===== src/rtl/jk_bank_arbiter_pkg.sv =====
// Shared encodings for the JK bank arbiter: op codes, FSM states, index width helper.
// Optional feature macro used by this slice: JKARB_LOCK_EN (requester lock / re-grant).
package jk_arb_pkg;

    localparam logic [1:0] OP_READ = 2'b00;
    localparam logic [1:0] OP_CLR  = 2'b01;
    localparam logic [1:0] OP_SET  = 2'b10;
    localparam logic [1:0] OP_TGL  = 2'b11;

    typedef enum logic [1:0] {
        IDLE  = 2'b00,
        DRIVE = 2'b01,
        CAPT  = 2'b10,
        DONE  = 2'b11
    } state_e;

    function automatic int idx_w(input int n);
        return (n <= 2) ? 1 : $clog2(n);
    endfunction

endpackage


===== src/rtl/jk_bank_arbiter_if.sv =====
// Requester/bank bundle for jk_bank_arbiter; master = requesters + flop bank, slave = arbiter.
// The lock vector exists only when JKARB_LOCK_EN is defined.
interface jk_bank_arbiter_if #(
    parameter int N_REQ = 4,
    parameter int WIDTH = 8
);
    logic [N_REQ-1:0]       req;
    logic [2*N_REQ-1:0]     op;
    logic [WIDTH*N_REQ-1:0] mask;
    logic [WIDTH-1:0]       q;
    logic [WIDTH-1:0]       j;
    logic [WIDTH-1:0]       k;
    logic [N_REQ-1:0]       gnt;
    logic [WIDTH-1:0]       rdata;
    logic                   busy;
`ifdef JKARB_LOCK_EN
    logic [N_REQ-1:0]       lock;

    modport slave  (input  req, op, mask, q, lock, output j, k, gnt, rdata, busy);
    modport master (output req, op, mask, q, lock, input  j, k, gnt, rdata, busy);
`else
    modport slave  (input  req, op, mask, q, output j, k, gnt, rdata, busy);
    modport master (output req, op, mask, q, input  j, k, gnt, rdata, busy);
`endif

endinterface


===== src/rtl/jk_bank_arbiter_rr_pick.sv =====
// Combinational round-robin picker: first requester after rr_ptr_i, wrapping modulo N_REQ.
// Feature macro JKARB_LOCK_EN does not affect this block.
module rr_pick
    import jk_arb_pkg::*;
#(
    parameter int N_REQ = 4,
    parameter int IW    = idx_w(N_REQ)
) (
    input  logic [N_REQ-1:0] req_i,
    input  logic [IW-1:0]    rr_ptr_i,
    output logic             valid_o,
    output logic [IW-1:0]    winner_o
);

    // Walk offsets from farthest to nearest so the nearest requester is the last write.
    always_comb begin
        valid_o  = 1'b0;
        winner_o = '0;
        for (int s = N_REQ; s >= 1; s--) begin
            for (int i = 0; i < N_REQ; i++) begin
                if (i == ((int'(rr_ptr_i) + s) % N_REQ) && req_i[i]) begin
                    valid_o  = 1'b1;
                    winner_o = IW'(i);
                end
            end
        end
    end

endmodule


===== src/rtl/jk_bank_arbiter.sv =====
// Round-robin sequencer sharing one JK flop bank: IDLE -> DRIVE -> CAPT -> DONE per op.
// Define JKARB_LOCK_EN to add bus.lock, which lets the current winner keep priority.
module jk_bank_arbiter
    import jk_arb_pkg::*;
#(
    parameter int N_REQ = 4,
    parameter int WIDTH = 8
) (
    input  logic             clk,
    input  logic             n_rst,
    jk_bank_arbiter_if.slave bus
);

    localparam int            IW       = idx_w(N_REQ);
    localparam logic [IW-1:0] LAST_IDX = IW'(N_REQ - 1);

    state_e           state_q, state_d;
    logic [IW-1:0]    winner_q, winner_d;
    logic [IW-1:0]    rr_ptr_q, rr_ptr_d;
    logic [WIDTH-1:0] j_q, j_d, k_q, k_d;
    logic [WIDTH-1:0] rdata_q, rdata_d;
    logic [N_REQ-1:0] gnt_q, gnt_d;

    logic             pick_vld;
    logic [IW-1:0]    pick_idx;
    logic [1:0]       op_sel;
    logic [WIDTH-1:0] mask_sel;
    logic [N_REQ-1:0] win_onehot;
`ifdef JKARB_LOCK_EN
    logic             lock_sel;
`endif

    function automatic logic [2*WIDTH-1:0] jk_decode(input logic [1:0] opc,
                                                     input logic [WIDTH-1:0] m);
        logic [2*WIDTH-1:0] jk;
        case (opc)
            OP_CLR:  jk = {{WIDTH{1'b0}}, m};
            OP_SET:  jk = {m, {WIDTH{1'b0}}};
            OP_TGL:  jk = {m, m};
            default: jk = '0;
        endcase
        return jk;
    endfunction

    rr_pick #(.N_REQ(N_REQ), .IW(IW)) u_pick (
        .req_i    (bus.req),
        .rr_ptr_i (rr_ptr_q),
        .valid_o  (pick_vld),
        .winner_o (pick_idx)
    );

    always_comb begin
        op_sel     = OP_READ;
        mask_sel   = '0;
        win_onehot = '0;
`ifdef JKARB_LOCK_EN
        lock_sel   = 1'b0;
`endif
        for (int i = 0; i < N_REQ; i++) begin
            if (pick_idx == IW'(i)) begin
                op_sel   = bus.op[2*i +: 2];
                mask_sel = bus.mask[WIDTH*i +: WIDTH];
            end
            win_onehot[i] = (winner_q == IW'(i));
`ifdef JKARB_LOCK_EN
            if (winner_q == IW'(i)) lock_sel = bus.lock[i];
`endif
        end
    end

    // J/K are computed at the arbitration edge so the registered drive is live for all of DRIVE.
    always_comb begin
        state_d  = state_q;
        winner_d = winner_q;
        rr_ptr_d = rr_ptr_q;
        j_d      = '0;
        k_d      = '0;
        rdata_d  = rdata_q;
        gnt_d    = '0;
        case (state_q)
            IDLE: begin
                if (pick_vld) begin
                    state_d    = DRIVE;
                    winner_d   = pick_idx;
                    {j_d, k_d} = jk_decode(op_sel, mask_sel);
                end
            end
            DRIVE: state_d = CAPT;
            CAPT: begin
                state_d  = DONE;
                rdata_d  = bus.q;
                gnt_d    = win_onehot;
                rr_ptr_d = winner_q;
            end
            DONE: begin
                state_d = IDLE;
`ifdef JKARB_LOCK_EN
                if (lock_sel)
                    rr_ptr_d = (winner_q == '0) ? LAST_IDX : winner_q - IW'(1);
`endif
            end
            default: state_d = IDLE;
        endcase
    end

    always_ff @(posedge clk or negedge n_rst) begin
        if (!n_rst) begin
            state_q  <= IDLE;
            winner_q <= '0;
            rr_ptr_q <= LAST_IDX;
            j_q      <= '0;
            k_q      <= '0;
            rdata_q  <= '0;
            gnt_q    <= '0;
        end else begin
            state_q  <= state_d;
            winner_q <= winner_d;
            rr_ptr_q <= rr_ptr_d;
            j_q      <= j_d;
            k_q      <= k_d;
            rdata_q  <= rdata_d;
            gnt_q    <= gnt_d;
        end
    end

    assign bus.j     = j_q;
    assign bus.k     = k_q;
    assign bus.gnt   = gnt_q;
    assign bus.rdata = rdata_q;
    assign bus.busy  = (state_q != IDLE);

endmodule

===== src/flat_wrapper.sv =====
// flat-port wrapper written by rule: the top's interface ports become plain ports
module jk_bank_arbiter_flat import jk_arb_pkg::*;
#(
    parameter int N_REQ = 4,
    parameter int WIDTH = 8
)
  (clk, n_rst, bus_req, bus_op, bus_mask, bus_q, bus_j, bus_k, bus_gnt, bus_rdata, bus_busy);
  jk_bank_arbiter_if #(.N_REQ(N_REQ), .WIDTH(WIDTH)) bus_i ();
  input  logic clk;
  input  logic n_rst;
  input wire logic [$bits(bus_i.req)-1:0] bus_req;
  input wire logic [$bits(bus_i.op)-1:0] bus_op;
  input wire logic [$bits(bus_i.mask)-1:0] bus_mask;
  input wire logic [$bits(bus_i.q)-1:0] bus_q;
  output wire logic [$bits(bus_i.j)-1:0] bus_j;
  output wire logic [$bits(bus_i.k)-1:0] bus_k;
  output wire logic [$bits(bus_i.gnt)-1:0] bus_gnt;
  output wire logic [$bits(bus_i.rdata)-1:0] bus_rdata;
  output wire logic [$bits(bus_i.busy)-1:0] bus_busy;
  assign bus_i.req = bus_req;
  assign bus_i.op = bus_op;
  assign bus_i.mask = bus_mask;
  assign bus_i.q = bus_q;
  assign bus_j = bus_i.j;
  assign bus_k = bus_i.k;
  assign bus_gnt = bus_i.gnt;
  assign bus_rdata = bus_i.rdata;
  assign bus_busy = bus_i.busy;
  jk_bank_arbiter #(.N_REQ(N_REQ), .WIDTH(WIDTH)) u_core (.clk(clk), .n_rst(n_rst), .bus(bus_i));
endmodule

===== config.mk =====
export PLATFORM = sky130hd
export DESIGN_NAME = jk_bank_arbiter_flat
export DESIGN_NICKNAME = d
export VERILOG_FILES = /design/src/rtl/jk_bank_arbiter_pkg.sv /design/src/rtl/jk_bank_arbiter_if.sv /design/src/rtl/jk_bank_arbiter_rr_pick.sv /design/src/rtl/jk_bank_arbiter.sv /design/src/flat_wrapper.sv
export SDC_FILE = /design/constraint.sdc
export NUM_CORES = 1
export LEC_CHECK = 0
export BUFFER_PORTS_ARGS = -buffer_cell sky130_fd_sc_hd__buf_2
export CORE_AREA = 2 2 81 83
export CTS_CLUSTER_DIAMETER = 60
export DETAILED_ROUTE_END_ITERATION = 6
export DIE_AREA = 0 0 83 85
export PLACE_DENSITY_LB_ADDON = 0.15
export SLEW_MARGIN = 20
export SYNTH_ARGS = -nofsm -noshare
export SYNTH_HDL_FRONTEND = slang
export SYNTH_SLANG_ARGS = --single-unit

===== constraint.sdc =====
create_clock -name clk -period 3.4 [get_ports clk]
set_clock_uncertainty 0.2 [all_clocks]
set_input_delay 0.17 -clock clk [delete_from_list [all_inputs] [get_ports clk]]
set_output_delay 0.17 -clock clk [all_outputs]
set_load 0.02 [all_outputs]

# == Yosys cells after proc, flatten, opt, wreduce, memory -nomap -nowiden ==
# Index checks and enable logic that the tools add are counted.
# totals
output_inout_bits,29
wordCells,116
inputBits,54
ff_bits,34
# classes
bitwise_logic,4
n_reduce_logical,29
mux,47
n_eq_ne,25
addsub,4
# ops
operator,n
32-bit zero test,4
8-bit two-way mux,8
16-bit one-hot mux with 3 select lines,1
2-bit two-way mux,19
3-bit == test (first input constant),8
1-bit two-way mux,17
2-bit == test (second input constant),8
1-bit logical AND,16
2-bit by 3-bit == test with 1-bit output (first input constant),4
2-bit by 1-bit == test with 1-bit output (second input constant),4
2-bit one-hot mux with 4 select lines,1
2-bit OR reduction,4
2-bit zero test,3
2-bit by 1-bit adder with 2-bit output (second input constant),2
2-bit adder (second input constant),2
1-bit bitwise AND (first input constant),4
4-bit two-way mux,1
2-bit by 1-bit inequality test with 1-bit output (second input constant),1
2-bit AND reduction,1
2-bit nonzero test,1

# == Depth between registers and ports, before layout ==
# Gate-level depths: netlist (run 1).
# logic_depth
depth_word,29
depth_mapped,7

# == Cells and area by module ==
# A second synthesis (run 1) with hierarchy kept.
# hier_totals
hier_cells,113
hier_area_um2,1551.5
# modules_own_cells
mod,cells_each,area_per_inst_um2,seq_area_each_um2,instances
jk_bank_arbiter,99,1470.2,853.3,1
rr_pick,14,81.3,0.0,1

# == Least setup slack after synthesis (run 1) ==
# No wires, ideal clock.
# synth_timing
kind,reg-to-reg
startpoint,register u_core.rr_ptr_q[1]
endpoint,"register u_core.k_q[0], in the netlist u_core.bus.k[0]"
n_path_buf,2
synth_period_minus_slack_ps,2099
path_stages_with_launch,8
arrival_ps,1817
setup_slack_ps,1301
path_cell_list,dfstp_2 -> buf_6 -> mux2i_1 -> o2bb2ai_2 -> nor2_1 -> buf_4 -> mux2_2 -> a31oi_1
# synth_between
elab_chain_cells,29
elab_cells_between_ends,93
cone_classes,add/sub: 4; eq/ne: 18; mux: 42; bitwise: 4; reduce/logical: 25
# synth_rtl
element,line,text
start: declaration,jk_bank_arbiter.sv:19,"logic [IW-1:0] rr_ptr_q, rr_ptr_d;"
start signal: assignment,jk_bank_arbiter.sv:118,rr_ptr_q <= rr_ptr_d;
2-bit by 1-bit adder with 2-bit output,jk_bank_arbiter_rr_pick.sv:21,if (i == ((int'(rr_ptr_i) + s) % N_REQ) && req_i[i]) begin
2-bit OR reduction (no source line),-,
1-bit bitwise AND (no source line),-,
2-bit by 3-bit == test with 1-bit output,jk_bank_arbiter_rr_pick.sv:21,
1-bit logical AND,jk_bank_arbiter_rr_pick.sv:21,
1-bit two-way mux,jk_bank_arbiter_rr_pick.sv:21,
2-bit two-way mux (14 in a row),jk_bank_arbiter_rr_pick.sv:21,
2-bit zero test,jk_bank_arbiter.sv:60,if (pick_idx == IW'(i)) begin
2-bit two-way mux (4 in a row),jk_bank_arbiter.sv:60,
2-bit == test or 2-bit by 1-bit == test with 1-bit output (tied branches),jk_bank_arbiter.sv:36,case (opc)
16-bit one-hot mux with 3 select lines,jk_bank_arbiter.sv:36,
8-bit two-way mux (*),jk_bank_arbiter.sv:82,if (pick_vld) begin
8-bit two-way mux (*),jk_bank_arbiter.sv:80,case (state_q)
named net u_core.k_d[0],jk_bank_arbiter.sv:20,"logic [WIDTH-1:0] j_q, j_d, k_q, k_d;"
end signal: assignment,jk_bank_arbiter.sv:120,k_q <= k_d;
end: declaration,jk_bank_arbiter.sv:20,
# The timed path passes the listed nets; every way through them passes the cells marked *.
# A chain may end at the register's enable or synchronous reset.

# == Worst setup path in the final report (run 1) ==
# layout_timing
startpoint,register u_core.rr_ptr_q[1]
endpoint,"register u_core.j_q[6], in the netlist u_core.bus.j[6]"
# layout_between
elab_chain_cells,29
elab_cells_between_ends,93
cone_classes,add/sub: 4; eq/ne: 18; mux: 42; bitwise: 4; reduce/logical: 25
# layout_rtl
element,line,text
2-bit by 1-bit adder with 2-bit output,jk_bank_arbiter_rr_pick.sv:21,
2-bit OR reduction (no source line),-,
1-bit bitwise AND (no source line),-,
2-bit by 3-bit == test with 1-bit output,jk_bank_arbiter_rr_pick.sv:21,
1-bit logical AND,jk_bank_arbiter_rr_pick.sv:21,
1-bit two-way mux,jk_bank_arbiter_rr_pick.sv:21,
2-bit two-way mux (14 in a row),jk_bank_arbiter_rr_pick.sv:21,
2-bit zero test,jk_bank_arbiter.sv:60,
2-bit two-way mux (4 in a row),jk_bank_arbiter.sv:60,
2-bit == test or 2-bit by 1-bit == test with 1-bit output (tied branches),jk_bank_arbiter.sv:36,
16-bit one-hot mux with 3 select lines,jk_bank_arbiter.sv:36,
8-bit two-way mux (*),jk_bank_arbiter.sv:82,
8-bit two-way mux (*),jk_bank_arbiter.sv:80,
named net u_core.j_d[6],jk_bank_arbiter.sv:20,
end signal: assignment,jk_bank_arbiter.sv:119,j_q <= j_d;
end: declaration,jk_bank_arbiter.sv:20,
# Marked as above.

==> summary.md, run 1 <==
| Metric | Value |
|---|---|
| Power density cells | `755 nW/um^2` |
| Pre-CTS setup slack | `between 0.7 and 0.8 ns` |
| Num CTS Buffers | `5` |
| Crit-path max FO | `11` |
| CTS tree | `done` |
| Post-synth ARST share | `100%` |
| Layout area overhead | `42.1%` |
| Final setup violation count | `0` |
| Wire per inst | `14.5 um` |
| Clock-pin slew on the worst setup and hold paths | `around 0.070 ns` |
| Vias per inst | `4.79` |
| Fin worst setup slack | `0.206 ns` |
| Cell Rows | `29` |
| Syn Inst Count | `155` |
| Max Slew Vio Count | `0` |
| Placed Area | `2230 sq um` |
| Seq/Total Area, Yosys | `47.8%` |
| Min cycle time layout | `3.19 ns` |
| Max Freq | `313 MHz` |
| P_leak | `1.29 nW` |
| Htree depth | `2` |
| Initial antenna violation count | `0` |
| Diode count | `0` |
| Die Span X | `approximately 83 um` |
| Util after Layout | `40.9%` |
| Total global-route track usage | `about 14%` |
| Core box area | `6200 sq um` |
| Die Y | `85 um` |
| Final Hold Viols | `0` |
| Crit path required time | `3.42 ns` |
| First-pass DRT Iterations | `4` |
| First-pass GRT wire length | `7890 um` |
| Final non-filler cell total | `334` |
| DP HPWL | `3630 um` |
| Top cells by area, synth | `dfrtp_1, mux2_2, mux2i_1` |
| Root buffer cell | `clkbuf_8` |
| Synth cell types | `38` |
| Post-synth top area cell | `dfrtp_1` |
| Remaining Overflow, GRT | `0` |
| Yosys reg bits | `34` |
| Number of synthesized flops with an enable pin | `0` |
| IO Pins | `83` |
| DRT iter0 DRCs | `89` |
| Post-Syn Area | `roughly 1800 sq um` |
| Tcrit/Tclk final | `between 90 and 100%` |
| Port-buffer cells | `82` |
| Synth Flop Type | `dfrtp_1` |
| Worst slew pin tran | `roughly 0.83 ns` |
| GPL Wtd Cong | `0.841` |
| Initial Util | `28.8%` |
| RSZ-0062 raised after global routing | `false` |
| Worst IR Drop VDD | `285 uV` |
| Max-cap violations | `0` |
| Vias post-DR | `1601` |
| ANT nets after route | `0` |
| Hold slack | `between 0.03 and 0.04 ns` |
| Largest net degree at the start of global routing | `35` |
| Worst rel slew slack | `44.8%` |
| Worst setup EP type | `register` |
| Clk sink count | `34` |
| CTS max path bufs | `2` |
| CP arrival | `3.22 ns` |
| TNS Setup | `0 ns` |
| # nets final | `312` |
| Skew-Pair Late Insertion Delay | `0.28 ns` |
| Crit start category | `register` |
| Post-synthesis net count | `211` |
| Full die area | `7060 sq um` |
| Synth Area per Inst | `about 12 sq um` |
| Crit path kind | `reg -> reg` |
| Hold crit path type | `in -> reg` |
| Vias in the first global route | `1678` |
| Top cell type's share of synthesized area | `44.9%` |
| Status | `complete, no violations` |
| Synth warn | `0` |
| Fraction of layout cells with a size suffix above 1 | `45.1%` |
| Most frequent cell after synthesis | `dfrtp_1` |
| DRC | `0` |
| Wirelength, routed | `4850 um` |
| Placed cells | `between 300 and 400` |
| Power consumption | `1.91 mW` |
| Most common library cells after synthesis | `dfrtp_1, mux2_2, mux2i_1, nand3_1, a21oi_1` |
| Design area | `2540 sq um` |
| Post-CTS setup buffers | `0` |
==> critical path, stage by stage, from the launching register on <==
cell	delay [ns]
dfstp_2	0.64
mux2i_1	0.32
o2bb2ai_2	0.14
nor2_1	0.65
mux2_2	0.46
a31oi_1	0.15
dlygate4sd3_1	0.57
==> path summary, 6_finish.rpt <==
path	slack [ns]	end	start	cells after the start
worst min register to register	0.29	u_core.bus.gnt[0]$_DFF_PN0_	u_core.winner_q[1]$_DFFE_PN0P_	1
min in group asynchronous	0.29	u_core.bus.gnt[1]$_DFF_PN0_	n_rst	2
worst min-delay path	0.03	u_core.bus.k[1]$_DFF_PN0_	bus_mask[25]	3
max in group asynchronous	2.23	u_core.bus.j[0]$_DFF_PN0_	n_rst	2
worst max-delay path	0.21	u_core.bus.j[6]$_DFF_PN0_	u_core.rr_ptr_q[1]$_DFFE_PN1P_	6
worst max register to register	0.21	u_core.bus.j[6]$_DFF_PN0_	u_core.rr_ptr_q[1]$_DFFE_PN1P_	6
==> layout make-up <==
| type | count | area, sq um |
|---|---|---|
| Timing Repair Buffer | 102 | 611 |
| Multi-Input combinational cell | 109 | 851 |
| Tap cell | 77 | 96.3 |
| Sequential cell | 34 | 853 |
| Clock buffer | 6 | 72.6 |
| Inverter | 4 | 15.0 |
| Fill cell | 613 | 3670 |
| Clock inverter | 2 | 37.5 |
==> routing by layer <==
metal / vias up / track usage (%) / share of wire (%) / routed length (um)
li1: 776 / - / - / -
met1: 751 / 17.2 / 43 / 2090
met2: 66 / 24.0 / 49 / 2370
met3: 8 / 4.57 / 6.9 / 333
met4: 0 / 4.77 / 1.2 / 59
met5: - / 0 / 0 / 0
==> cell usage in the layout, fill, tap and decap left out, types with 2 or more instances in the layout <==
master         synthesis  routed
a21boi_0               3       3
buf_2                  1      82
nor2_1                 6       6
a211o_1                2       2
o21ai_1                5       5
dfstp_2                2       2
a21o_1                 2       2
a21boi_1               2       2
dlygate4sd3_1          0      20
a31oi_1                8       8
inv_1                  4       4
nand2_1                4       4
nand3_1               12      12
and3_1                 5       5
o21ai_0                6       6
clkbuf_8               0       5
a21oi_1                9       9
ha_1                   2       2
mux2i_1               13      13
dfrtp_1               32      32
mux2_2                15      15
==> power by group <==
part,switching (mW),leakage [nW],internal [mW]
logic,0.515,0.799,0.398
clock network,0.145,0.0514,0.219
registers,0.0819,0.437,0.557
==> flip-flops by register name (all words and copies together), names as in the netlist <==
signal	flops
u_core.bus.k	8
u_core.state_q	2
u_core.bus.rdata	8
u_core.bus.gnt	4
u_core.winner_q	2
u_core.rr_ptr_q	2
u_core.bus.j	8
==> timing repair <==
action                                 CTS  global route
gates resized for setup                  0             0
endpoints found under the hold margin   48             0
hold buffers                            20             0
==> logic make-up (layout without fill, tap and decap cells) <==
kind of cell | Yosys count | in the layout | synth area share [%]
buffers and inverters | 12 | 114 | 4.49
multiplexers | 28 | 28 | 16.8
adder cells (fa/ha/maj) | 2 | 2 | 1.40
AO/OA/AOI/OAI | 45 | 45 | 18.1
flip-flops | 34 | 34 | 47.8
AND/OR/NAND/NOR | 34 | 34 | 11.4
Power figures use the tool's default switching activity.
==> run 2: changes to the inputs <==
CORE_AREA = 2 2 63 65   (was 2 2 81 83)
DIE_AREA = 0 0 65 67   (was 0 0 83 85)
==> summary.md, run 2 (synthesis results as in run 1) <==
| Metric | Value |
|---|---|
| Status | `complete, no violations` |
| Root buffer cell | `clkbuf_8` |
| Largest net degree at the start of global routing | `35 (unchanged)` |
| Clk pwr share | `19.7% (+0.7 points)` |
| Core box area | `3610 sq um (-42%)` |
| Crit-path max FO | `11 (unchanged)` |
| Multi-input logic area | `851 sq um (unchanged)` |
| First-pass GRT wire length | `6780 um (-14%)` |
| Worst slew pin tran | `0.850 ns (+0.0249 ns)` |
| Power consumption | `1.92 mW (about the same)` |
| Switching Share | `37.9% (-0.81 points)` |
| Top Metal Used | `met4` |
| Fraction of layout cells with a size suffix above 1 | `45.5% (+0.35 points)` |
| TNS Setup | `0 ns (unchanged)` |
| Met3 wire len | `383 um (+15%)` |
| Port-buffer cells | `82 (unchanged)` |
| Total global-route track usage | `21.2% (+7.0 points)` |
| IO Pins | `83 (unchanged)` |
| Remaining Overflow, GRT | `0 (unchanged)` |
| Max Freq | `311 MHz (-0.71%)` |
| Crit path buf inv count | `1 (unchanged)` |
| Die Span X | `65 um (-22%)` |
| CP delay by family, top | `multiplexers` |
| GPL Wtd Cong | `0.794 (-5.6%)` |
| Worst setup EP type | `register` |
| RSZ-0062 raised after global routing | `false` |
| DRC | `0 (unchanged)` |
| CP max stage cell | `dfstp_2` |
| Clk sink count | `34 (unchanged)` |
| Skew-Pair Late Insertion Delay | `0.28 ns (about the same)` |
| Crit path kind | `reg -> reg` |
| Die Y | `67 um (-21%)` |
| # nets final | `310 (-0.64%)` |
| Cell Rows | `22 (-24%)` |
| Worst IR Drop VDD | `414 uV (+46%)` |
| CTS max path bufs | `2 (unchanged)` |
| Initial antenna violation count | `0 (unchanged)` |
| Wire per inst | `14.2 um (-2.1%)` |
| Htree depth | `2 (unchanged)` |
| Fillers | `292 (-52%)` |
| P_sw | `0.726 mW (-2.1%)` |
| Max-cap violations | `0 (unchanged)` |
| Crit path required time | `3.41 ns (about the same)` |
| Metal-1 WL | `1900 um (-9.1%)` |
| Final non-filler cell total | `303 (-9.3%)` |
| Tcrit/Tclk final | `94.6% (+0.67 points)` |
| Initial Util | `49.5% (+21 points)` |
| Num CTS Buffers | `5 (unchanged)` |
| First-pass DRT Iterations | `5 (+1)` |
| Clock-pin slew on the worst setup and hold paths | `0.07 ns (about the same)` |
| Final Hold Viols | `0 (unchanged)` |
| Register area | `853 sq um (unchanged)` |
| Vias post-DR | `1597 (-0.25%)` |
| P_leak | `1.28 nW (-0.29%)` |
| CP arrival | `3.23 ns (about the same)` |
| Critical-path cell list | `mux2i_1 -> o2bb2ai_2 -> nor2_1 -> mux2_2 -> a31oi_1 -> dlygate4sd3_1` |
| Worst rel slew slack | `43.2% (-1.6 points)` |
| Layout area overhead | `39.3%` |
| Comb power frac | `46.8% (-0.9 points)` |
| Diode count | `0 (unchanged)` |
| Final setup violation count | `0 (unchanged)` |
| Slowest stage delay, CP | `0.65 ns (about the same)` |
| Placed cells | `277 (-9.5%)` |
| Crit start category | `register` |
| Wirelength, routed | `4310 um (-11%)` |
| DP HPWL | `3020 um (-17%)` |
| Hold crit path type | `in -> reg` |
| Most common cell after layout, fill and taps aside | `buf_2` |
| Routed wl met2 | `2000 um (-16%)` |
| Vias per inst | `5.27 (+10%)` |
| Power density cells | `770 nW/um^2 (+2.0%)` |
| Power Internal | `1.19 mW (+1.3%)` |
| Most frequent cells in the layout | `buf_2, dfrtp_1, dlygate4sd3_1` |
| Full die area | `4360 sq um (-38%)` |
| DRT iter0 DRCs | `132 (+48%)` |
| Min cycle time layout | `3.22 ns (+0.0227 ns)` |
| Vias in the first global route | `1449 (-14%)` |
| CTS tree | `done` |
| ANT nets after route | `0 (unchanged)` |
| Max Slew Vio Count | `0 (unchanged)` |
| Sequential power share | `33.5% (about the same)` |
[run 2: cell count changes in the layout (fill, tap and decap cells not counted)]
cell	previous run	this run
clkbuf_8	5	6
clkinvlp_4	1	0
dlygate4sd3_1	20	18
[run 2: final timing paths]
check                                                start                               to  slack, ns  cells past startpoint
setup / recovery            u_core.rr_ptr_q[1]$_DFFE_PN1P_        u_core.bus.k[0]$_DFF_PN0_       0.18                      6
hold / removal                                bus_mask[25]        u_core.bus.k[1]$_DFF_PN0_       0.02                      3
setup reg to reg            u_core.rr_ptr_q[1]$_DFFE_PN1P_        u_core.bus.k[0]$_DFF_PN0_       0.18                      6
hold reg to reg            u_core.bus.rdata[7]$_DFFE_PN0P_  u_core.bus.rdata[7]$_DFFE_PN0P_       0.30                      1
max in group asynchronous                            n_rst        u_core.bus.k[5]$_DFF_PN0_       2.25                      2
min in group asynchronous                            n_rst    u_core.state_q[1]$_DFFE_PN0P_       0.29                      2
[run 2: repair_timing]
item | in CTS | in global routing
hold buffers | 18 | 0
endpoints found under the hold margin | 48 | 0
buffers inserted | 0 | 0
gates resized for setup | 0 | 0
[run 2: final cells by class]
class	instances	area share [%]
clock buffer	7	3.47
sequential	34	34.3
clock inverter	1	1.21
inverter	4	0.604
timing repair buffer	100	23.8
tap	48	2.42
multi-input combinational	109	34.2
[run 2: routing by layer]
metal  vias up  global-route usage [%]
met4         0                    6.38
met5         -                       0
met3         8                    8.11
met1       742                    27.7
met2        80                    32.6
li1        767                       -
[run 2: worst min-delay path, stage by stage]
cell and delay (ns):
buf_2 0.10, nand3_1 0.09, a31oi_1 0.09
[run 2: stage by stage]
step	area (sq um)	setup WS, ns	hold slack, ns	utilization (%)
after floorplan	1780	1.30	-0.326	-
after global placement	2190	0.872	0.0687	60.7
after detailed placement	2190	0.757	0.0694	60.7
after CTS	2490	0.244	0.00502	68.9
after global routing	2490	0.0202	0.0417	68.9
final	2490	0.183	0.0193	68.9
[run 2: power by group through the flow]
stage / registers, mW / logic [mW] / clock network, mW
6_report: 0.642 / 0.895 / 0.378
5_1_grt: 0.659 / 0.982 / 0.407
4_1_cts: 0.642 / 0.896 / 0.383
3_5_place_dp: 0.647 / 0.869 / 0
3_3_place_gp: 0.647 / 0.865 / 0
2_1_floorplan: 0.768 / 0.545 / 0
